==> src/rtl/alu16_sequencer_if.sv <==
// Request, ALU and response bundle for alu16_sequencer.
// slave is the sequencer's view; master is the view of whatever drives it.
interface alu16_sequencer_if;
   logic        req_valid_i;
   logic        req_ready_o;
   logic [1:0]  req_cmd_i;
   logic [15:0] req_a_i;
   logic [15:0] req_b_i;
   logic [3:0]  req_flags_i;

   logic        alu_valid_o;
   logic        alu_sub_o;
   logic        alu_cin_o;
   logic [7:0]  alu_a_o;
   logic [7:0]  alu_b_o;
   logic [7:0]  alu_result_i;
   logic        alu_cout_i;
   logic        alu_hout_i;

   logic        rsp_valid_o;
   logic        rsp_ready_i;
   logic [15:0] rsp_result_o;
   logic [3:0]  rsp_flags_o;

   modport slave (
      input  req_valid_i, req_cmd_i, req_a_i, req_b_i, req_flags_i,
      input  alu_result_i, alu_cout_i, alu_hout_i, rsp_ready_i,
      output req_ready_o, alu_valid_o, alu_sub_o, alu_cin_o, alu_a_o, alu_b_o,
      output rsp_valid_o, rsp_result_o, rsp_flags_o
   );

   modport master (
      output req_valid_i, req_cmd_i, req_a_i, req_b_i, req_flags_i,
      output alu_result_i, alu_cout_i, alu_hout_i, rsp_ready_i,
      input  req_ready_o, alu_valid_o, alu_sub_o, alu_cin_o, alu_a_o, alu_b_o,
      input  rsp_valid_o, rsp_result_o, rsp_flags_o
   );
endinterface

==> src/rtl/alu16_sequencer.sv <==
// Runs 16-bit ADD16/INC16/DEC16/ADD_SP_E8 as two chained byte ops on an 8-bit ALU.
// Define ALU_SEQ_PERF_CNT_EN to add perf_count_o (saturating count of completed responses).
//
// state    | meaning
// IDLE     | ready for a request, nothing in flight
// LO_ISSUE | low-byte op presented to the ALU
// LO_WAIT  | waiting out ALU latency, low result sampled on the last cycle
// HI_ISSUE | high-byte op presented, carry/borrow from the low byte chained in
// HI_WAIT  | waiting out ALU latency, high result sampled on the last cycle
// RESP     | result and flags held until the consumer takes them
module alu16_sequencer #(
   parameter int ALU_LATENCY = 1
) (
   input  logic               clk,
   input  logic               rst_n,
`ifdef ALU_SEQ_PERF_CNT_EN
   output logic [15:0]        perf_count_o,
`endif
   alu16_sequencer_if.slave   bus
);

   typedef enum logic [2:0] {
      S_IDLE,
      S_LO_ISSUE,
      S_LO_WAIT,
      S_HI_ISSUE,
      S_HI_WAIT,
      S_RESP
   } state_t;

   typedef enum logic [1:0] {
      CMD_ADD16  = 2'b00,
      CMD_INC16  = 2'b01,
      CMD_DEC16  = 2'b10,
      CMD_ADD_SP = 2'b11
   } cmd_t;

   // Wait states last ALU_LATENCY cycles; the down-counter hits zero on the sample cycle.
   localparam logic [1:0] WAIT_LOAD = 2'(ALU_LATENCY - 1);

   state_t      state_q, state_d;
   logic [1:0]  cnt_q, cnt_d;
   cmd_t        cmd_q, cmd_d;
   logic [15:0] a_q, a_d;
   logic [15:0] b_q, b_d;
   logic [3:0]  flags_q, flags_d;
   logic [7:0]  res_lo_q, res_lo_d;
   logic        c_lo_q, c_lo_d;
   logic        h_lo_q, h_lo_d;

   logic        req_ready_q, req_ready_d;
   logic        alu_valid_q, alu_valid_d;
   logic        alu_sub_q, alu_sub_d;
   logic        alu_cin_q, alu_cin_d;
   logic [7:0]  alu_a_q, alu_a_d;
   logic [7:0]  alu_b_q, alu_b_d;
   logic        rsp_valid_q, rsp_valid_d;
   logic [15:0] rsp_result_q, rsp_result_d;
   logic [3:0]  rsp_flags_q, rsp_flags_d;

   always_comb begin
      state_d      = state_q;
      cnt_d        = cnt_q;
      cmd_d        = cmd_q;
      a_d          = a_q;
      b_d          = b_q;
      flags_d      = flags_q;
      res_lo_d     = res_lo_q;
      c_lo_d       = c_lo_q;
      h_lo_d       = h_lo_q;
      req_ready_d  = req_ready_q;
      alu_valid_d  = 1'b0;
      alu_sub_d    = 1'b0;
      alu_cin_d    = 1'b0;
      alu_a_d      = 8'h00;
      alu_b_d      = 8'h00;
      rsp_valid_d  = rsp_valid_q;
      rsp_result_d = rsp_result_q;
      rsp_flags_d  = rsp_flags_q;

      case (state_q)
         S_IDLE: begin
            if (bus.req_valid_i) begin
               cmd_d       = cmd_t'(bus.req_cmd_i);
               a_d         = bus.req_a_i;
               b_d         = bus.req_b_i;
               flags_d     = bus.req_flags_i;
               req_ready_d = 1'b0;
               state_d     = S_LO_ISSUE;
               alu_valid_d = 1'b1;
               alu_a_d     = bus.req_a_i[7:0];
               case (cmd_t'(bus.req_cmd_i))
                  CMD_ADD16:  alu_b_d = bus.req_b_i[7:0];
                  CMD_INC16:  alu_b_d = 8'h01;
                  CMD_DEC16: begin
                     alu_b_d   = 8'h01;
                     alu_sub_d = 1'b1;
                  end
                  default:    alu_b_d = bus.req_b_i[7:0];
               endcase
            end
         end

         S_LO_ISSUE: begin
            cnt_d   = WAIT_LOAD;
            state_d = S_LO_WAIT;
         end

         S_LO_WAIT: begin
            if (cnt_q == 2'd0) begin
               res_lo_d    = bus.alu_result_i;
               c_lo_d      = bus.alu_cout_i;
               h_lo_d      = bus.alu_hout_i;
               state_d     = S_HI_ISSUE;
               alu_valid_d = 1'b1;
               alu_a_d     = a_q[15:8];
               alu_cin_d   = bus.alu_cout_i;
               case (cmd_q)
                  CMD_ADD16:  alu_b_d = b_q[15:8];
                  CMD_INC16:  alu_b_d = 8'h00;
                  CMD_DEC16: begin
                     alu_b_d   = 8'h00;
                     alu_sub_d = 1'b1;
                  end
                  default:    alu_b_d = {8{b_q[7]}};
               endcase
            end else begin
               cnt_d = cnt_q - 2'd1;
            end
         end

         S_HI_ISSUE: begin
            cnt_d   = WAIT_LOAD;
            state_d = S_HI_WAIT;
         end

         S_HI_WAIT: begin
            if (cnt_q == 2'd0) begin
               rsp_result_d = {bus.alu_result_i, res_lo_q};
               rsp_valid_d  = 1'b1;
               state_d      = S_RESP;
               // ADD16 keeps the incoming Z; ADD_SP_E8 takes H/C from the low byte.
               case (cmd_q)
                  CMD_ADD16:  rsp_flags_d = {flags_q[3], 1'b0, bus.alu_hout_i, bus.alu_cout_i};
                  CMD_INC16,
                  CMD_DEC16:  rsp_flags_d = flags_q;
                  default:    rsp_flags_d = {2'b00, h_lo_q, c_lo_q};
               endcase
            end else begin
               cnt_d = cnt_q - 2'd1;
            end
         end

         S_RESP: begin
            if (bus.rsp_ready_i) begin
               rsp_valid_d = 1'b0;
               req_ready_d = 1'b1;
               state_d     = S_IDLE;
            end
         end

         default: begin
            state_d     = S_IDLE;
            req_ready_d = 1'b1;
            rsp_valid_d = 1'b0;
         end
      endcase
   end

   always_ff @(posedge clk or negedge rst_n) begin
      if (!rst_n) begin
         state_q      <= S_IDLE;
         cnt_q        <= 2'd0;
         cmd_q        <= CMD_ADD16;
         a_q          <= 16'h0000;
         b_q          <= 16'h0000;
         flags_q      <= 4'h0;
         res_lo_q     <= 8'h00;
         c_lo_q       <= 1'b0;
         h_lo_q       <= 1'b0;
         req_ready_q  <= 1'b1;
         alu_valid_q  <= 1'b0;
         alu_sub_q    <= 1'b0;
         alu_cin_q    <= 1'b0;
         alu_a_q      <= 8'h00;
         alu_b_q      <= 8'h00;
         rsp_valid_q  <= 1'b0;
         rsp_result_q <= 16'h0000;
         rsp_flags_q  <= 4'h0;
      end else begin
         state_q      <= state_d;
         cnt_q        <= cnt_d;
         cmd_q        <= cmd_d;
         a_q          <= a_d;
         b_q          <= b_d;
         flags_q      <= flags_d;
         res_lo_q     <= res_lo_d;
         c_lo_q       <= c_lo_d;
         h_lo_q       <= h_lo_d;
         req_ready_q  <= req_ready_d;
         alu_valid_q  <= alu_valid_d;
         alu_sub_q    <= alu_sub_d;
         alu_cin_q    <= alu_cin_d;
         alu_a_q      <= alu_a_d;
         alu_b_q      <= alu_b_d;
         rsp_valid_q  <= rsp_valid_d;
         rsp_result_q <= rsp_result_d;
         rsp_flags_q  <= rsp_flags_d;
      end
   end

   assign bus.req_ready_o  = req_ready_q;
   assign bus.alu_valid_o  = alu_valid_q;
   assign bus.alu_sub_o    = alu_sub_q;
   assign bus.alu_cin_o    = alu_cin_q;
   assign bus.alu_a_o      = alu_a_q;
   assign bus.alu_b_o      = alu_b_q;
   assign bus.rsp_valid_o  = rsp_valid_q;
   assign bus.rsp_result_o = rsp_result_q;
   assign bus.rsp_flags_o  = rsp_flags_q;

`ifdef ALU_SEQ_PERF_CNT_EN
   logic [15:0] perf_q, perf_d;

   always_comb begin
      perf_d = perf_q;
      if (state_q == S_RESP && bus.rsp_ready_i && perf_q != 16'hFFFF) begin
         perf_d = perf_q + 16'd1;
      end
   end

   always_ff @(posedge clk or negedge rst_n) begin
      if (!rst_n) begin
         perf_q <= 16'h0000;
      end else begin
         perf_q <= perf_d;
      end
   end

   assign perf_count_o = perf_q;
`endif

endmodule

==> src/flat_wrapper.sv <==
// flat-port wrapper written by rule: the top's interface ports become plain ports
module alu16_sequencer_flat 
#(
   parameter int ALU_LATENCY = 1
)
  (clk, rst_n, bus_req_valid_i, bus_req_cmd_i, bus_req_a_i, bus_req_b_i, bus_req_flags_i, bus_alu_result_i, bus_alu_cout_i, bus_alu_hout_i, bus_rsp_ready_i, bus_req_ready_o, bus_alu_valid_o, bus_alu_sub_o, bus_alu_cin_o, bus_alu_a_o, bus_alu_b_o, bus_rsp_valid_o, bus_rsp_result_o, bus_rsp_flags_o);
  alu16_sequencer_if bus_i ();
  input  logic clk;
  input  logic rst_n;
  input wire logic [$bits(bus_i.req_valid_i)-1:0] bus_req_valid_i;
  input wire logic [$bits(bus_i.req_cmd_i)-1:0] bus_req_cmd_i;
  input wire logic [$bits(bus_i.req_a_i)-1:0] bus_req_a_i;
  input wire logic [$bits(bus_i.req_b_i)-1:0] bus_req_b_i;
  input wire logic [$bits(bus_i.req_flags_i)-1:0] bus_req_flags_i;
  input wire logic [$bits(bus_i.alu_result_i)-1:0] bus_alu_result_i;
  input wire logic [$bits(bus_i.alu_cout_i)-1:0] bus_alu_cout_i;
  input wire logic [$bits(bus_i.alu_hout_i)-1:0] bus_alu_hout_i;
  input wire logic [$bits(bus_i.rsp_ready_i)-1:0] bus_rsp_ready_i;
  output wire logic [$bits(bus_i.req_ready_o)-1:0] bus_req_ready_o;
  output wire logic [$bits(bus_i.alu_valid_o)-1:0] bus_alu_valid_o;
  output wire logic [$bits(bus_i.alu_sub_o)-1:0] bus_alu_sub_o;
  output wire logic [$bits(bus_i.alu_cin_o)-1:0] bus_alu_cin_o;
  output wire logic [$bits(bus_i.alu_a_o)-1:0] bus_alu_a_o;
  output wire logic [$bits(bus_i.alu_b_o)-1:0] bus_alu_b_o;
  output wire logic [$bits(bus_i.rsp_valid_o)-1:0] bus_rsp_valid_o;
  output wire logic [$bits(bus_i.rsp_result_o)-1:0] bus_rsp_result_o;
  output wire logic [$bits(bus_i.rsp_flags_o)-1:0] bus_rsp_flags_o;
  assign bus_i.req_valid_i = bus_req_valid_i;
  assign bus_i.req_cmd_i = bus_req_cmd_i;
  assign bus_i.req_a_i = bus_req_a_i;
  assign bus_i.req_b_i = bus_req_b_i;
  assign bus_i.req_flags_i = bus_req_flags_i;
  assign bus_i.alu_result_i = bus_alu_result_i;
  assign bus_i.alu_cout_i = bus_alu_cout_i;
  assign bus_i.alu_hout_i = bus_alu_hout_i;
  assign bus_i.rsp_ready_i = bus_rsp_ready_i;
  assign bus_req_ready_o = bus_i.req_ready_o;
  assign bus_alu_valid_o = bus_i.alu_valid_o;
  assign bus_alu_sub_o = bus_i.alu_sub_o;
  assign bus_alu_cin_o = bus_i.alu_cin_o;
  assign bus_alu_a_o = bus_i.alu_a_o;
  assign bus_alu_b_o = bus_i.alu_b_o;
  assign bus_rsp_valid_o = bus_i.rsp_valid_o;
  assign bus_rsp_result_o = bus_i.rsp_result_o;
  assign bus_rsp_flags_o = bus_i.rsp_flags_o;
  alu16_sequencer #(.ALU_LATENCY(ALU_LATENCY)) u_core (.clk(clk), .rst_n(rst_n), .bus(bus_i));
endmodule
==> config.mk <==
export PLATFORM = sky130hd
export DESIGN_NAME = alu16_sequencer_flat
export DESIGN_NICKNAME = d
export VERILOG_FILES = /design/src/rtl/alu16_sequencer_if.sv /design/src/rtl/alu16_sequencer.sv /design/src/flat_wrapper.sv
export SDC_FILE = /design/constraint.sdc
export NUM_CORES = 1
export LEC_CHECK = 0
export BUFFER_PORTS_ARGS = -buffer_cell sky130_fd_sc_hd__buf_2
export CAP_MARGIN = 20
export CORE_UTILIZATION = 40
export CTS_CLUSTER_DIAMETER = 30
export DETAILED_ROUTE_END_ITERATION = 8
export PLACE_DENSITY_LB_ADDON = 0.12
export SLEW_MARGIN = 20
export SYNTH_ARGS = -nofsm -noshare
export SYNTH_HDL_FRONTEND = slang
export SYNTH_SLANG_ARGS = --single-unit
export TNS_END_PERCENT = 5
==> constraint.sdc <==
create_clock -name clk -period 4.1 [get_ports clk]
set_input_delay 0.82 -clock clk [delete_from_list [all_inputs] [get_ports clk]]
set_output_delay 0.82 -clock clk [all_outputs]
set_load 0.02 [all_outputs]
# --- After elaboration in Yosys (flattened, before gate mapping) ---
# Cells that the tools add are included.
word_totals:
  inputBits: 52
  elab_cells: 84
  reg_bits: 94
  out_inout_bits: 41
op_classes:
  n_reduce_logical: 17
  muxes: 32
  n_eq_ne: 14
  n_bitwise: 2
  addsub: 1
op_table:
  columns: ["operator", "n"]
  rows:
  - ["one-hot mux 8 bit (2 select lines)", 3]
  - ["2-to-1 mux 8 bit", 5]
  - ["one-hot mux 3 bit (6 select lines)", 1]
  - ["2-to-1 mux 1 bit", 12]
  - ["2-to-1 mux 3 bit", 4]
  - ["one-hot mux 4 bit (2 select lines)", 1]
  - ["AND reduction 2 bit", 4]
  - ["OR reduction 2 bit", 4]
  - ["OR reduction 4 bit", 2]
  - ["equality test 3 x 2 -> 1 bit (second input constant)", 2]
  - ["equality test 3 bit (second input constant)", 2]
  - ["inequality test 2 bit (second input constant)", 3]
  - ["one-hot mux 1 bit (3 select lines)", 2]
  - ["AND reduction 3 bit", 2]
  - ["equality test 2 x 1 -> 1 bit (second input constant)", 2]
  - ["equality test 2 bit (second input constant)", 2]
  - ["zero test 2 bit", 2]
  - ["inequality test 2 x 1 -> 1 bit (second input constant)", 2]
  - ["one-hot mux 1 bit (2 select lines)", 2]
  - ["one-hot mux 2 bit (2 select lines)", 1]
  - ["AND reduction 4 bit", 1]
  - ["equality test 3 x 1 -> 1 bit (second input constant)", 1]
  - ["zero test 3 bit", 1]
  - ["2-to-1 mux 2 bit", 1]
  - ["3 further kinds", 4]

# --- Depth between registers and ports, before layout ---
logic_depth:
  word_depth: 5
  mapped_depth: 7
  ltp_nobuf: 5

# --- Least setup slack after synthesis ---
# OpenSTA, ideal clock, no wires.
synth_path:
  path_type: "input-to-reg"
  from: "in bus_req_valid_i"
  to: "reg u_core.a_q[10]"
  required_time_ns: 3.975
  cell_stages: 4
  path_buffers: 2
  path_slack_ns: 2.356
  arrival_ns: 1.619
  path_cell_list: "nor4b_4 -> buf_6 -> buf_12 -> mux2_4"
synth_between:
  elab_chain_len: 1
synth_lines:
  columns: ["item", "line_no", "rtl"]
  rows:
  - ["start: declaration", "flat_wrapper.sv:10", "input wire logic [$bits(bus_i.req_valid_i)-1:0] bus_req_valid_i;"]
  - ["AND reduction 2 bit (no line)", null, null]
  - ["end signal: assignment", "alu16_sequencer.sv:175", "a_q <= 16'h0000;"]
  - ["end signal: assignment", "alu16_sequencer.sv:194", "a_q <= a_d;"]
  - ["end: declaration", "alu16_sequencer.sv:44", "logic [15:0] a_q, a_d;"]
# No other way between the ends.
# A chain may end at the register's enable or synchronous reset.

# --- Worst setup path after layout ---
layout_path:
  from: "reg u_core.cnt_q[0]"
  to: "reg u_core.alu_b_q[5], in the netlist u_core.bus.alu_b_o[5]"
layout_between:
  elab_chain_len: 3
layout_lines:
  columns: ["item", "line_no", "rtl"]
  rows:
  - ["start: declaration", "alu16_sequencer.sv:42", "logic [1:0] cnt_q, cnt_d;"]
  - ["start signal: assignment", "alu16_sequencer.sv:192", "cnt_q <= cnt_d;"]
  - ["zero test 2 bit", "alu16_sequencer.sv:110", "if (cnt_q == 2'd0) begin"]
  - ["2-to-1 mux 8 bit", "alu16_sequencer.sv:110", null]
  - ["one-hot mux 8 bit (2 select lines)", "alu16_sequencer.sv:81", "case (state_q)"]
  - ["via u_core.alu_b_d[5]", "alu16_sequencer.sv:56", "logic [7:0] alu_b_q, alu_b_d;"]
  - ["end signal: assignment", "alu16_sequencer.sv:205", "alu_b_q <= alu_b_d;"]
  - ["end: declaration", "alu16_sequencer.sv:56", null]
# The timed path passes the listed nets, and every way through them passes these cells.

==> metrics <==
result of the run finished, final reports clean; total via count after detailed routing 2101; H-tree depth reported by CTS 3; crit path capture type flop; maximum number of pins on one net before global-route repair 80; maximum fanout along the worst path 22; family with the most delay on the worst path simple AND/OR/NAND/NOR gates; Final TNS setup 0 ns; number of top-level pins 93; commonest cells after routing, fill and taps aside sky130_fd_sc_hd__buf_2, sky130_fd_sc_hd__dfrtp_1, sky130_fd_sc_hd__mux2_2, sky130_fd_sc_hd__mux2_4, sky130_fd_sc_hd__o21ai_0; post-layout worst setup margin approximately 1.6 ns; highest ir drop seen on vdd around 370 uV; post-route non-filler standard cell count between 400 and 500; worst hold path type in -> async; vias in the first global route about 2000; initial antenna violation count 0; Req. time, crit path ~4.4 ns; Logic pwr share roughly two fifths; area used by multi-input combinational logic 0.001160 sq mm; cell area after layout between 0.003 and 0.004 sq mm; switch share 35.88%; proportion of synthesized chip area in sequential cells roughly 60%; fraction of power consumed by sequential logic between 40% and 50%; count of fill cells added during filler insertion 738; setup violators final 0; slack of the worst reg-to-reg path 1.59 ns; largest clock skew in the final design 0.009611 ns; Least-Margin Pin Slew ~1.0 ns; number of buffers on the longest clock path 2; count of state elements after synthesis a little under 80; relative slew slack 31.46%; share of flip-flops with an asynchronous set or reset after synthesis 100.0%; Min Clock Period, post-route 2.509 ns; arrival time reported for the critical path endpoint about 2.8 ns; FP Rows 32; Max-Cap Viols 0; Critical-path top delay cell sky130_fd_sc_hd__and4bb_1; Final Wtd Congestion 0.7940; routed wire length per instance 14.68 microns; Core Box Area a little under 0.008 sq mm; end of the worst register-to-register path u_core.bus.alu_b_o[5]; number of buffers inserted during clock tree synthesis 9; Setup Buffers After CTS 0; synthesized instance count ~230; number of buffer and inverter stages on the critical path 1; cell type contributing the most total cell area after synthesis sky130_fd_sc_hd__dfrtp_1; TritonCTS clock tree done; cell internal power dissipation 2.011 mW; critical path class reg -> reg; starting utilization of the core area between 40% and 50%; clock insertion delay at the later pin of the skew report approximately 0.35 ns; Port Buffers between 90 and 100; proportion of layout cells with a drive suffix above 1 between 40 and 50%; smallest hold slack about 0.48 ns; number of antenna-violating nets in the routed design 0; die width 92.65 microns; Post-Route Utilization approximately 51%; dominant synthesized flop cell sky130_fd_sc_hd__dfrtp_1; Reg clk slew, reported paths around 0.08 ns; Post-Synthesis Net Count roughly 290; first-pass GRT wire length just over 10000 microns; ordered cell list for the critical path inv_1 -> ha_1 -> and4bb_1 -> o21ai_1 -> o2bb2ai_1; summed instance area of the synthesized netlist roughly 0.0033 sq mm; number of distinct library cells after synthesis between 40 and 50; count of cells along the worst register-to-register path 5; number of cells on the critical path 5; die outline area about 0.0086 sq mm; detailed placer's ending HPWL 4129 microns; aggregate routed wire length ~6300 microns; power per cell area 789.9 mW/mm^2; first drt pass iteration count 3; dominant cells by area after synthesis sky130_fd_sc_hd__dfrtp_1, sky130_fd_sc_hd__mux2_2, sky130_fd_sc_hd__mux2_4, sky130_fd_sc_hd__mux2_1, sky130_fd_sc_hd__a22o_1; routed via count divided by cell count just under 5; Period Utilization, post-route about 60%; GR Overflow Total 0; Slew Limit Fails 0; post-cts resize count 0; kind of launch point of the worst setup path flop; critical path startpoint u_core.cnt_q[0]; unrepaired setup endpoints after global routing false; commonest non-fill, non-tap cell in the layout sky130_fd_sc_hd__buf_2; sequential cell area in the final layout between 0.0015 and 0.002 sq mm; worst flop-to-flop path startpoint u_core.cnt_q[0]; Largest stage delay, worst path 0.93 ns; max frequency around 400 MHz; sw power 1.126 mW; Area Growth Syn to Fin 20.82%; Total GRT Usage approximately 16%; cell total after placement approximately 410; cell area reported after detailed placement around 0.0038 sq mm; DRC Markers 0; fraction of power consumed by the clock network 17.9%; reported leakage power about 1.9 nW; Setup WS pre-CTS around 1.6 ns; count of flip-flops with a built-in enable after synthesis 0; hold violation total from the final report 0; Final nets 378; clock tree root buffer cell sky130_fd_sc_hd__clkbuf_8; Mapped Avg Cell Area ~14 sq um; clk sinks 79; Ys Warns 0; Die Y-Extent roughly 90 microns; post-cts hold buffer count 0; share of the synthesized area in the top cell type between 50 and 60%; number of violations reported at the end of detailed-routing iteration 0 106; antenna diode count 0; post-route total power 3.137 mW
==> flip-flops by register name, indices dropped and copies added, names as in the netlist <==
register,flops
u_core.flags_q,4
u_core.state_q,3
u_core.res_lo_q,8
u_core.bus.rsp_valid_o,1
u_core.bus.alu_a_o,8
u_core.b_q,9
u_core.bus.alu_sub_o,1
u_core.cnt_q,2
u_core.a_q,8
u_core.c_lo_q,1
u_core.cmd_q,2
u_core.bus.alu_cin_o,1
u_core.h_lo_q,1
u_core.bus.rsp_result_o,16
u_core.bus.alu_b_o,8
u_core.bus.rsp_flags_o,4
u_core.bus.alu_valid_o,1
u_core.bus.req_ready_o,1
==> power by group through the flow <==
stage / logic, mW / clock network [mW] / registers, mW
after floorplan: 0.771 / 0 / 1.51
after global placement: 1.24 / 0 / 1.34
after detailed placement: 1.26 / 0 / 1.35
after CTS: 1.26 / 0.581 / 1.34
after global routing: 1.35 / 0.612 / 1.38
final: 1.24 / 0.561 / 1.33
==> Yosys cell counts, drive strengths merged (2+ instances only) <==
cell type  instances
mux2              47
a22o               9
o21bai             2
a21oi             10
nand3              2
dfrtp             78
buf               12
inv                9
clkbuf             3
ha                 5
a221o              2
nand2              8
or2                2
and2               2
o21ai             14
o2bb2ai            7
nor2               3
==> per-layer routing <==
layer	global-route usage, %	part of all wire (%)	vias to the layer above
met5	0	0	-
met4	5.385	1.3	0
met3	6.404	5.8	7
met2	22.90	47	49
met1	21.33	46	1046
li1	-	-	999
==> cell type report <==
class | count | share of cell area (%)
Clock buffer | 11 | 3.308
Clock inverter | 5 | 1.481
Inverter | 9 | 0.8507
Multi-Input combinational cell | 128 | 29.21
Sequential cell | 79 | 49.81
Tap cell | 102 | 3.214
Timing Repair Buffer | 94 | 12.13
==> kinds of logic after synthesis <==
| logic type | synth area share [%] |
|---|---|
| compound gates | 10.89 |
| xor+xnor | 0.5330 |
| fa+ha+maj | 1.903 |
| buf+inv | 4.682 |
| flops | 60.18 |
| mux | 17.70 |
| simple gates | 4.111 |
==> worst max-delay path by stage <==
stage	to	slack, ns
after global routing	u_core.bus.alu_b_o[6]	1.36
after CTS	u_core.bus.alu_b_o[5]	1.57
final	u_core.bus.alu_b_o[5]	1.59
after floorplan	u_core.a_q[10]	2.36
after detailed placement	u_core.bus.alu_b_o[5]	1.59
after global placement	u_core.bus.alu_b_o[3]	1.71
Note: power is estimated with default switching activity, not from simulation.
